<file path="config.mk">
export PLATFORM = sky130hd
export DESIGN_NAME = instruction_fetch_unit
export DESIGN_NICKNAME = d
export VERILOG_FILES = /design/src/rtl/instruction_fetch_unit.sv
export SDC_FILE = /design/constraint.sdc
export NUM_CORES = 1
export LEC_CHECK = 0
export CORE_ASPECT_RATIO = 0.7
export CORE_MARGIN = 10
export CORE_UTILIZATION = 40
export CTS_CLUSTER_SIZE = 25
export DETAILED_ROUTE_END_ITERATION = 6
export GPL_TIMING_DRIVEN = 0
export PLACE_DENSITY_LB_ADDON = 0.05
export SLEW_MARGIN = 10
export SYNTH_ARGS = -nofsm -noshare
export SYNTH_HDL_FRONTEND = slang
export SYNTH_SLANG_ARGS = --single-unit
</file>
<file path="constraint.sdc">
create_clock -name clk -period 2.61 [get_ports clk]
set_input_delay 0.261 -clock clk [delete_from_list [all_inputs] [get_ports clk]]
set_output_delay 0.261 -clock clk [all_outputs]
set_load 0.01 [all_outputs]
</file>
<file path="src/rtl/instruction_fetch_unit.sv">
// Fetch stage for the single-cycle RV32 core: owns the PC, fetches over
// a req/ready handshake and holds the word for execute.
module instruction_fetch_unit #(
    parameter logic [31:0] RESET_PC   = 32'h0040_0000,
    parameter logic [31:0] NOP_INSTR  = 32'h0000_0013,
    parameter int          WAIT_LIMIT = 16
) (
    input  logic        clk,
    input  logic        rst,
    input  logic [1:0]  pc_src,
    input  logic [31:0] branch_target,
    input  logic [31:0] jump_target,
    input  logic        instr_ack,
    output logic        imem_req,
    output logic [31:0] imem_addr,
    input  logic        imem_ready,
    input  logic [31:0] imem_rdata,
    output logic        instr_valid,
    output logic [31:0] instr,
    output logic [31:0] pc,
    output logic [31:0] pc_plus4,
    output logic [6:0]  opcode,
    output logic [2:0]  funct3,
    output logic [6:0]  funct7,
    output logic        fault,
    output logic [1:0]  fault_cause
);

    localparam int CW = $clog2(WAIT_LIMIT + 1);
    localparam logic [CW-1:0] LAST_CNT = CW'(WAIT_LIMIT - 1);

    typedef enum logic [1:0] {
        BOOT  = 2'd0,
        REQ   = 2'd1,
        HOLD  = 2'd2,
        FAULT = 2'd3
    } state_t;

    state_t        r_state;
    logic [31:0]   r_pc;
    logic [31:0]   r_instr;
    logic [CW-1:0] r_wait_cnt;
    logic [1:0]    r_cause;

    state_t        w_state_nxt;
    logic [31:0]   w_pc_nxt;
    logic [31:0]   w_instr_nxt;
    logic [CW-1:0] w_wait_cnt_nxt;
    logic [1:0]    w_cause_nxt;
    logic [31:0]   w_pc_plus4;
    logic [31:0]   w_next_pc;
    logic [31:0]   w_instr;

    // Next-PC selection; JALR target has bit 0 cleared, adds wrap mod 2^32
    always_comb begin
        w_pc_plus4 = r_pc + 32'd4;
        case (pc_src)
            2'b01:   w_next_pc = branch_target;
            2'b10:   w_next_pc = {jump_target[31:1], 1'b0};
            default: w_next_pc = w_pc_plus4;
        endcase
    end

    // Next-state and datapath update for the fetch FSM
    always_comb begin
        w_state_nxt    = r_state;
        w_pc_nxt       = r_pc;
        w_instr_nxt    = r_instr;
        w_wait_cnt_nxt = r_wait_cnt;
        w_cause_nxt    = r_cause;
        unique case (r_state)
            BOOT: begin
                w_state_nxt    = REQ;
                w_wait_cnt_nxt = '0;
            end
            REQ: begin
                if (imem_ready) begin
                    w_instr_nxt    = imem_rdata;
                    w_wait_cnt_nxt = '0;
                    w_state_nxt    = HOLD;
                end else if (r_wait_cnt == LAST_CNT) begin
                    w_cause_nxt = 2'b10;
                    w_state_nxt = FAULT;
                end else begin
                    w_wait_cnt_nxt = r_wait_cnt + 1'b1;
                end
            end
            HOLD: begin
                if (instr_ack) begin
                    // Faulting target is kept in pc for debug
                    w_pc_nxt = w_next_pc;
                    if (w_next_pc[1:0] != 2'b00) begin
                        w_cause_nxt = 2'b01;
                        w_state_nxt = FAULT;
                    end else begin
                        w_state_nxt = REQ;
                    end
                end
            end
            FAULT: begin
                w_state_nxt = FAULT;
            end
            default: begin
                w_state_nxt = FAULT;
            end
        endcase
    end

    // State and datapath registers
    always_ff @(posedge clk or negedge rst) begin
        if (!rst) begin
            r_state    <= BOOT;
            r_pc       <= RESET_PC;
            r_instr    <= NOP_INSTR;
            r_wait_cnt <= '0;
            r_cause    <= 2'b00;
        end else begin
            r_state    <= w_state_nxt;
            r_pc       <= w_pc_nxt;
            r_instr    <= w_instr_nxt;
            r_wait_cnt <= w_wait_cnt_nxt;
            r_cause    <= w_cause_nxt;
        end
    end

    // Outputs decode from state; instr is NOP whenever not valid
    always_comb begin
        imem_req    = (r_state == REQ);
        instr_valid = (r_state == HOLD);
        fault       = (r_state == FAULT);
        fault_cause = r_cause;
        imem_addr   = r_pc;
        pc          = r_pc;
        pc_plus4    = w_pc_plus4;
        w_instr     = instr_valid ? r_instr : NOP_INSTR;
        instr       = w_instr;
        opcode      = w_instr[6:0];
        funct3      = w_instr[14:12];
        funct7      = w_instr[31:25];
    end

endmodule

</file>
==> impl_results.md <==
- # setup viols final: 4
- Delay-heaviest family, CP: simple AND/OR/NAND/NOR gates
- #FFs+latches synth: 73
- Most used routing layer: met2
- Critical-path cell list: nand4_1 > or4_4 > or4_4 > xnor2_2 > buf_2
- Ys async rst share: between 90% and 100%
- Drt first pass iters: 6
- Maximum clock path buffer count: 2
- Sequential cell area fraction in the yosys report: 37.9%
- Post-route clock skew: 0.00455 ns
- Worst Tran Pin Value: 0.652 ns
- Diodes inserted: 0
- DR vias/cell: 5.41
- Combinational share of power: 42.0%
- M2 GR Usage: 37.8%
- Worst Hold Class: in2async
- Synth cell types: 60
- Failing checks: negative setup slack
- Fin nets: around 900
- Worst Setup Path Type: reg2out
- Tot Pwr: around 5.0 mW
- Min Tclk post-route: 2.73 ns
- Clock buffer count from CTS: 9
- First-pass GRT wire length: approximately 30000 um
- Pwr dens: a little over 600 nW/um^2
- Syn_area_per_cell: 9.39 um^2
- NetSw: between 1.5 and 2 mW
- Reg2Reg Setup Slack: 0.27 ns
- Post-Place Cells: 923
- Synthesized instance count: 515
- GRT Util Overall: between 20 and 25%
- # port buffers: 250
- CTS root buffer: clkbuf_16
- Status: finished, violations left
- HPWL after DPL: 15400 um
- Kind of start point of the critical path: flop
- GP Congestion: 0.886
- Setup ws final: -0.123 ns
- DRC Markers: 0
- Final Hold Slack: 0.367 ns
- FMAX: 366 MHz
- CTS clk-pin slew, worst paths: approximately 0.06 ns
- Post-synth EDFFs: 0
- Core Area: 11800 um^2
- Antenna Nets Post-Route: 0
- Max-cap violations: 0
- Die Wd: ~150 um
- Place WS: -0.444 ns
- Vias: about 5200
- Share of layout cells above drive strength 1: 24.2%
- Number of global-route vias before repair: 5234
- M1 GR Usage: 26.7%
- Flop pwr share: 35.2%
- Internal Power: 3.36 mW
- Setup TNS: -0.272 ns
- Max_slew headroom: 56.5%
- RSZ-0062 raised after global routing: true
- Final period utilization: 105%
- CTS H-tree depth: 3
- Std-Cell Rows: 33
- DRT iter0 DRCs: 427
- Clk sinks: 73
- GR Util met3: 7.52%
- Die Span Y: 112 um
- Die Area: approximately 17000 um^2
- Max incr delay on CP: 0.61 ns
- Post-synth top flop: dfrtp_1
- Area growth, synth to finish: 68.0%
- Clock group share of total power: 22.9%
- Slowest CP cell: or4_4
- Critical Path RT: 2.35 ns
- Skew-Pair Late Insertion Delay: between 0.3 and 0.4 ns
- CP Buf/Inv Count: 1
- Setup crit end kind: output port
- GR Overflow Total: 0
- Maximum number of pins on one net before global-route repair: 52
- Reg2reg path depth: 6
- Arrival time at the worst endpoint: 2.47 ns
- Initial antenna violation count: 0
- Final std cells w/o fill: 963
- Commonest non-fill, non-tap cell in the layout: clkdlybuf4s50_1
- Wirelength per Cell: around 21 um
- LEAKAGE: 3.47 nW
- Syn Nets: 622
- Final Hold Vio Count: 0
- Io pins: 252
- Max Slew Vio Count: 0
- Cell Area, Synth: 4830 um^2
- R2r endpoint: imem_addr[25]
- CTS tree: done
- Yosys warnings: 0
- Worst r2r src: imem_addr[15]
- Most frequent CP cell: or4_4
- Most frequent cells in the layout: clkdlybuf4s50_1, buf_4, dfrtp_1
- Drt total wl: 19900 um
- Worst-path maximum fanout: 8
- Fillers: about 930
- Starting Density: 41.1%
- Peak supply drop: 318 uV
- Sw Share: 32.8%
==> worst reg2reg max path: stages (launching register included) <==
cell       delay, ns
dfrtp_2         0.44
nand4_1         0.20
or4_4           0.61
or4_4           0.59
buf_4           0.16
a21oi_2         0.14
a2bb2oi_2       0.13
==> layer usage <==
metal | vias to the layer above | share of wire (%)
met5 | - | 0
met4 | 0 | 1.4
met3 | 23 | 10
met2 | 282 | 49
met1 | 2506 | 39
li1 | 2396 | -
==> power by group through the flow <==
stage                     Sequential, mW  Combinational [mW]  Clock [mW]
final                               1.76                2.10        1.14
after global routing                1.79                2.24        1.22
after CTS                           1.74                2.07        1.16
after detailed placement            1.73                2.06           0
after global placement              1.71                2.02           0
after floorplan                     1.71               0.877           0
==> final cells by class <==
type / instances / area [um^2] / area share [%]
Inverter: 12 / 48.8 / 0.601
Tap cell: 157 / 196 / 2.42
Sequential cell: 73 / 1850 / 22.7
Timing Repair Buffer: 280 / 2700 / 33.2
Clock inverter: 5 / 31.3 / 0.385
Clock buffer: 11 / 243 / 2.99
Multi-Input combinational cell: 342 / 2520 / 31.1
Buffer: 83 / 536 / 6.59
==> flip-flops by register name (all words and copies together) (netlist names) <==
signal / cells
imem_addr: 32
r_instr: 32
r_wait_cnt: 5
fault_cause: 2
r_state: 2
==> worst max-delay path by stage <==
| stage | slack (ns) | to | startpoint | cells past startpoint |
|---|---|---|---|---|
| detailed placement | -0.44 | pc_plus4[25] | imem_addr[11] | 7 |
| CTS | -0.16 | pc_plus4[25] | imem_addr[14] | 6 |
| finish | -0.12 | pc_plus4[25] | imem_addr[15] | 5 |
| floorplan | 0.19 | pc_plus4[25] | imem_addr[14] | 6 |
| global placement | -1.42 | r_instr[14] | rst | 1 |
| global route | -0.17 | pc_plus4[25] | imem_addr[9] | 6 |
==> metrics by stage <==
step                      instance area (um^2)  util (%)
after global placement                    7530      64.0
after global routing                      8120      69.0
after CTS                                 8030      68.2
after floorplan                           4830         -
final                                     8120      69.0
after detailed placement                  7560      64.2
==> synth_stat cells (all sizes together), types with 6 or more instances <==
cell type  number  area (um^2)
dfrtp          69         1730
buf            61          437
nand2          43          164
and2           33          206
mux2           32          360
a21oi          30          154
clkbuf         27          104
o21ai          27          135
xnor2          21          184
a221oi         18          164
nor2           15         56.3
a221o          12          120
inv            11         41.3
nand4          11         75.1
nand3          10         50.1
nor4            7         65.1
o22a            7         61.3
xor2            7         61.3
a2bb2oi         6         58.8
a31oi           6         37.5
==> cells by family (layout without fill, tap and decap cells) <==
logic type / count (synthesis) / in the layout / synth area share [%]
mux: 37 / 37 / 8.49
simple gates: 142 / 142 / 16.1
compound gates: 130 / 130 / 19.1
flops: 73 / 73 / 37.9
xor+xnor: 28 / 28 / 5.07
buf+inv: 100 / 391 / 12.1
fa+ha+maj: 5 / 5 / 1.29
==> repair_timing <==
item                                   CTS  global route
endpoints found under the hold margin   19             0
setup endpoints to repair               71            43
setup buffers                           16            12
gates resized for setup                 65            44
cloned                                   0             0
hold buffers                             1             0
pin swaps                                9             7
Note: power is estimated with default switching activity, not from simulation.
